<file path="src/rtl/reg_loader_pkg.sv">
// Shared types and default sizing for the register file boot loader.
package reg_loader_pkg;

    localparam int NUM_REGS_DEF   = 32;
    localparam int DATA_WIDTH_DEF = 32;
    localparam int ADDR_WIDTH_DEF = 5;

    // Loader phases. IDLE encodes as 0 so a reset state reads back as all-zero.
    typedef enum logic [2:0] {
        ST_IDLE   = 3'd0,
        ST_LOAD   = 3'd1,
        ST_DRAIN  = 3'd2,
        ST_VERIFY = 3'd3,
        ST_DONE   = 3'd4
    } load_state_t;

endpackage

</file>
<file path="src/rtl/load_checksum.sv">
// Modulo-2^DATA_WIDTH running sum with synchronous clear and add enable.
// Clear has priority over add so a start cycle always begins from zero.
module load_checksum #(
    parameter int DATA_WIDTH = 32
) (
    input  logic                  clk,
    input  logic                  reset,
    input  logic                  clear,
    input  logic                  add_en,
    input  logic [DATA_WIDTH-1:0] add_value,
    output logic [DATA_WIDTH-1:0] sum
);

    // Accumulate; carries out of the top bit are intentionally dropped.
    always_ff @(posedge clk or negedge reset) begin
        if (!reset) begin
            sum <= '0;
        end else if (clear) begin
            sum <= '0;
        end else if (add_en) begin
            sum <= sum + add_value;
        end
    end

endmodule

</file>
<file path="src/rtl/reg_file_loader.sv">
// Boot-time loader for the register file: streams words into registers
// 0..NUM_REGS-1 through the write port, then reads them all back through
// read port 1 and compares write-side and read-side checksums.
//
// Handshake: a beat transfers on a rising edge where Load_Valid and
// Load_Ready are both high; Load_Ready is high exactly while in LOAD, and
// Load_Data is only looked at on a transferring edge.
module reg_file_loader
    import reg_loader_pkg::*;
#(
    parameter int NUM_REGS   = NUM_REGS_DEF,
    parameter int DATA_WIDTH = DATA_WIDTH_DEF,
    parameter int ADDR_WIDTH = ADDR_WIDTH_DEF
) (
    input  logic                  clk,
    input  logic                  reset,
    input  logic                  Load_Start,
    input  logic [DATA_WIDTH-1:0] Load_Data,
    input  logic                  Load_Valid,
    output logic                  Load_Ready,
    output logic [ADDR_WIDTH-1:0] Write_Register,
    output logic [DATA_WIDTH-1:0] Write_Data,
    output logic                  Reg_Write,
    output logic [ADDR_WIDTH-1:0] Read_Register_1,
    input  logic [DATA_WIDTH-1:0] Read_Data_1,
    output logic                  Load_Busy,
    output logic                  Load_Done,
    output logic                  Load_Error,
    output load_state_t           Load_State
);

    localparam logic [ADDR_WIDTH-1:0] LAST_IDX = ADDR_WIDTH'(NUM_REGS - 1);

    load_state_t           state;
    logic [ADDR_WIDTH-1:0] index;
    logic [DATA_WIDTH-1:0] wr_sum;
    logic [DATA_WIDTH-1:0] rd_sum;
    logic [DATA_WIDTH-1:0] rd_sum_final;
    logic                  start_ok;
    logic                  beat;
    logic                  verify_en;

    // Start is only honoured when no load is in flight.
    assign start_ok  = Load_Start && ((state == ST_IDLE) || (state == ST_DONE));
    assign beat      = Load_Valid && Load_Ready;
    assign verify_en = (state == ST_VERIFY);

    // Read-side sum including the word being read this cycle, so the last
    // comparison covers every register.
    assign rd_sum_final = rd_sum + Read_Data_1;

    assign Read_Register_1 = verify_en ? index : '0;
    assign Load_State      = state;

    load_checksum #(.DATA_WIDTH(DATA_WIDTH)) u_wr_sum (
        .clk       (clk),
        .reset     (reset),
        .clear     (start_ok),
        .add_en    (beat),
        .add_value (Load_Data),
        .sum       (wr_sum)
    );

    load_checksum #(.DATA_WIDTH(DATA_WIDTH)) u_rd_sum (
        .clk       (clk),
        .reset     (reset),
        .clear     (start_ok),
        .add_en    (verify_en),
        .add_value (Read_Data_1),
        .sum       (rd_sum)
    );

    // Loader FSM with index counter and registered write-port / status outputs.
    always_ff @(posedge clk or negedge reset) begin
        if (!reset) begin
            state          <= ST_IDLE;
            index          <= '0;
            Load_Ready     <= 1'b0;
            Write_Register <= '0;
            Write_Data     <= '0;
            Reg_Write      <= 1'b0;
            Load_Busy      <= 1'b0;
            Load_Done      <= 1'b0;
            Load_Error     <= 1'b0;
        end else begin
            // Write enable is a single-cycle pulse following an accepted beat.
            Reg_Write <= 1'b0;
            case (state)
                ST_IDLE, ST_DONE: begin
                    if (Load_Start) begin
                        state      <= ST_LOAD;
                        index      <= '0;
                        Load_Ready <= 1'b1;
                        Load_Busy  <= 1'b1;
                        Load_Done  <= 1'b0;
                        Load_Error <= 1'b0;
                    end
                end
                ST_LOAD: begin
                    if (Load_Valid) begin
                        Write_Data     <= Load_Data;
                        Write_Register <= index;
                        Reg_Write      <= 1'b1;
                        index          <= index + 1'b1;
                        if (index == LAST_IDX) begin
                            state      <= ST_DRAIN;
                            Load_Ready <= 1'b0;
                        end
                    end
                end
                ST_DRAIN: begin
                    // Final write commits on this edge; readback starts at 0.
                    index <= '0;
                    state <= ST_VERIFY;
                end
                ST_VERIFY: begin
                    index <= index + 1'b1;
                    if (index == LAST_IDX) begin
                        state      <= ST_DONE;
                        Load_Busy  <= 1'b0;
                        Load_Done  <= 1'b1;
                        Load_Error <= (rd_sum_final != wr_sum);
                    end
                end
                default: begin
                    state      <= ST_IDLE;
                    Load_Ready <= 1'b0;
                    Load_Busy  <= 1'b0;
                end
            endcase
        end
    end

endmodule

</file>
<file path="config.mk">
export PLATFORM = sky130hd
export DESIGN_NAME = reg_file_loader
export DESIGN_NICKNAME = d
export VERILOG_FILES = /design/src/rtl/reg_loader_pkg.sv /design/src/rtl/load_checksum.sv /design/src/rtl/reg_file_loader.sv
export SDC_FILE = /design/constraint.sdc
export NUM_CORES = 1
export LEC_CHECK = 0
export BUFFER_PORTS_ARGS = -buffer_cell sky130_fd_sc_hd__buf_2
export CAP_MARGIN = 20
export CORE_AREA = 2 2 152 154
export CTS_CLUSTER_SIZE = 20
export DETAILED_ROUTE_END_ITERATION = 6
export DIE_AREA = 0 0 154 156
export SLEW_MARGIN = 40
export SYNTH_ARGS = -nofsm -noshare
export SYNTH_HDL_FRONTEND = slang
export SYNTH_SLANG_ARGS = --single-unit
</file>
<file path="constraint.sdc">
create_clock -name clk -period 9.6 [get_ports clk]
set_input_delay 0.48 -clock clk [delete_from_list [all_inputs] [get_ports clk]]
set_output_delay 0.48 -clock clk [all_outputs]
set_load 0.01 [all_outputs]
</file>
==> impl_metrics.env <==
export IMPL_synthesis_nets=1142
export IMPL_vias=7981
export IMPL_die_h_um=156
export IMPL_hp_class="input port to async pin"
export IMPL_cts_htree_levels=4
export IMPL_vias_per_cell=5.713
export IMPL_seq_area_frac_synth=0.3220
export IMPL_dp_cells=1365
export IMPL_num_fill_cells=2163
export IMPL_netlist_area_mm2=0.008858
export IMPL_seqPwrFrac=0.292
export IMPL_antenna_cells=0
export IMPL_crit_arrival_ns=3.95
export IMPL_fin_hold_ws_ns=0.09330
export IMPL_sw_frac_of_total=0.3954
export IMPL_wl_per_cell_um=18.01
export IMPL_syn2layout_area_growth_pct=16.05
export IMPL_start_kind="register"
export IMPL_final_net_count=1233
export IMPL_p_total_mw=2.559
export IMPL_antenna_found_initial=1
export IMPL_maxSlewHeadroom=0.4525
export IMPL_seqCellArea_mm2=0.002853
export IMPL_yosys_warnings=0
export IMPL_initial_core_util=0.3961
export IMPL_dpl_hpwl_um=18960
export IMPL_finalSetupTns_ns=0
export IMPL_synth_top_area_frac=0.3220
export IMPL_max_vdd_ir_drop_mv=0.1426
export IMPL_power_density_mw_per_mm2=249.0
export IMPL_grt_pass1_vias=7664
export IMPL_pwr_share_clk=0.270
export IMPL_first_pass_iters=4
export IMPL_ys_top_cells_by_area="dfrtp_1 (32%), ha_1 (9.0%), a21oi_1 (6.0%), mux2_2 (5.0%), nand2_1 (4.8%)"
export IMPL_numClockSinks=114
export IMPL_cap_violations=0
export IMPL_pwr_share_comb=0.438
export IMPL_status="completed"
export IMPL_top_level_ports=118
export IMPL_synth_cell_types=82
export IMPL_synth_edf_count=0
export IMPL_setup_viol=0
export IMPL_r2r_end="Load_Error"
export IMPL_cts_buffers=17
export IMPL_port_buffers=117
export IMPL_layout_cells_non_filler=1397
export IMPL_post_cts_buffers=0
export IMPL_r2r_setup_slack_ns=6.01
export IMPL_p_switching_mw=1.012
export IMPL_drtAntennaViolNets=0
export IMPL_fin_util=0.4596
export IMPL_postCtsResizedCells=0
export IMPL_synth_ff_type="dfrtp_1"
export IMPL_grt_first_pass_wirelength_um=40350
export IMPL_r2r_start="u_rd_sum.sum[0]"
export IMPL_layout_drive_gt1_share=0.1996
export IMPL_cts_tree="done"
export IMPL_synthTopCellsByCount="dfrtp_1 (114), nand2_1 (114), a21oi_1 (106), o21ai_0 (66), ha_1 (64)"
export IMPL_cp_data_required_time_ns=9.95
export IMPL_coreArea_mm2=0.02237
export IMPL_p_leak_nw=4.784
export IMPL_period_share=0.3744
export IMPL_drc=0
export IMPL_clockBufferDepth=2
export IMPL_syn_area_per_cell_um2=8.788
export IMPL_insertion_delay_ns=0.43
export IMPL_min_period_ns=3.594
export IMPL_cts_root_buf="clkbuf_16"
export IMPL_max_freq_mhz=278.2
export IMPL_criticalPathCategory="register to register"
export IMPL_async_flop_share=1.000
export IMPL_drt_total_wl_um=25160
export IMPL_p_int_mw=1.547
export IMPL_synth_top_area_cell="dfrtp_1"
export IMPL_gp_congestion=0.9108
export IMPL_crit_end="Load_Error"
export IMPL_holdBufCountCts=0
export IMPL_multi_input_area_mm2=0.005709
export IMPL_yosys_register_bits=114
export IMPL_finalHoldViolCount=0
export IMPL_drt_iter0_drc=513
export IMPL_grt_start_max_net_pins=65
export IMPL_endpoint_kind="register"
export IMPL_overflow=0
export IMPL_drv_slew=0
export IMPL_row_count=55
export IMPL_grt_usage=0.2126
export IMPL_finClkSkew_ns=0.007828
export IMPL_dieArea_mm2=0.02402
export IMPL_synthCells=1008
export IMPL_rsz0062_at_grt="no"
export IMPL_r2r_cells=13
export IMPL_critical_path_startpoint="u_rd_sum.sum[0]"
export IMPL_worst_pin_slew_ns=0.8127
export IMPL_die_w_um=154
export IMPL_cp_max_fo=11
export IMPL_cts_clk_slew_worst_paths_ns=0.06
registers in the layout, summed over array words and instances, names as in the netlist:
register / flops
Load_Error: 1
Write_Data: 32
Load_State: 3
Write_Register: 5
Reg_Write: 1
index: 5
u_rd_sum.sum: 32
Load_Done: 1
Load_Ready: 1
Load_Busy: 1
u_wr_sum.sum: 32
cell families (layout without fill, tap and decap cells):
| logic type | count (synthesis) | after routing | share of synthesized area |
|---|---|---|---|
| adder cells (fa/ha/maj) | 66 | 66 | 0.09492 |
| AO/OA/AOI/OAI | 341 | 341 | 0.2600 |
| flip-flops | 114 | 114 | 0.3220 |
| AND/OR/NAND/NOR | 294 | 294 | 0.1575 |
| XOR/XNOR | 71 | 71 | 0.07345 |
| buffers and inverters | 77 | 181 | 0.03573 |
| multiplexers | 45 | 45 | 0.05636 |
cell usage in the layout (no fill, tap or decap), types with 6 or more instances in the layout:
| master | instances |
|---|---|
| a211oi_1 | 9 |
| or2_2 | 10 |
| nand2_1 | 113 |
| a2111oi_0 | 8 |
| buf_4 | 6 |
| nor3_1 | 16 |
| dfrtp_1 | 114 |
| a22o_1 | 12 |
| clkbuf_16 | 17 |
| o31ai_1 | 7 |
| nor2_1 | 54 |
| xnor2_1 | 42 |
| nand3_1 | 21 |
| o21ai_0 | 66 |
| a21o_1 | 28 |
| xor2_1 | 27 |
| a21oi_1 | 106 |
| nand2b_1 | 8 |
| nor2b_1 | 13 |
| nand4_1 | 9 |
| a211o_1 | 6 |
| ha_1 | 64 |
| o21a_1 | 10 |
| mux2_2 | 39 |
| and2_1 | 10 |
| and3_1 | 13 |
| o211ai_1 | 6 |
| buf_2 | 116 |
| mux2i_1 | 6 |
| inv_1 | 26 |
| a31oi_1 | 11 |
cell type report:
class | instances | share of cell area
timing repair buffer | 123 | 0.06195
inverter | 26 | 0.009494
clock inverter | 12 | 0.01753
multi-input combinational | 817 | 0.5554
sequential | 114 | 0.2775
tap | 285 | 0.03469
clock buffer | 20 | 0.04345
layer usage:
metal,vias to the layer above,track usage,part of all wire
met5,-,0,0
met4,0,0.06275,0.015
met1,3830,0.2865,0.48
met2,227,0.3496,0.46
met3,26,0.03861,0.047
li1,3898,-,-
how the worst min path moves through the flow:
stage	slack (ns)	endpoint	from	cells past startpoint
after floorplan	0.18	Load_Busy	reset	0
after CTS	0.13	u_rd_sum.sum[9]	reset	1
after global placement	0.47	u_rd_sum.sum[26]	u_rd_sum.sum[26]	2
after global routing	0.15	u_rd_sum.sum[13]	reset	1
after detailed placement	0.47	u_rd_sum.sum[20]	u_rd_sum.sum[20]	2
final	0.09	u_rd_sum.sum[10]	reset	1
power by group through the flow:
stage / clock network, mW / logic, mW / registers (mW)
after floorplan: 0 / 0.857 / 0.702
after global placement: 0 / 1.10 / 0.746
after detailed placement: 0 / 1.11 / 0.750
after CTS: 0.700 / 1.12 / 0.743
after global routing: 0.722 / 1.25 / 0.764
final: 0.692 / 1.12 / 0.746
metrics by stage:
| stage | instance area (um2) | worst slack, ns |
|---|---|---|
| after floorplan | 8859 | 6.362 |
| after global placement | 9638 | 5.501 |
| after detailed placement | 9649 | 5.770 |
| after CTS | 10280 | 6.020 |
| after global routing | 10280 | 5.835 |
| final | 10280 | 6.006 |
worst max-delay path, cell delays in order (launching register included):
cell and delay (ns):
dfrtp_1 0.35, ha_1 0.23, inv_1 0.07, fa_1 0.39, nand2b_1 0.20, a21bo_2 0.22, a21o_1 0.19, a31oi_2 0.49
o21ai_1 0.27, a2111o_1 0.50, a31oi_1 0.17, and3b_1 0.19, and4b_1 0.19, nor2_1 0.07
Power figures use the tool's default switching activity.
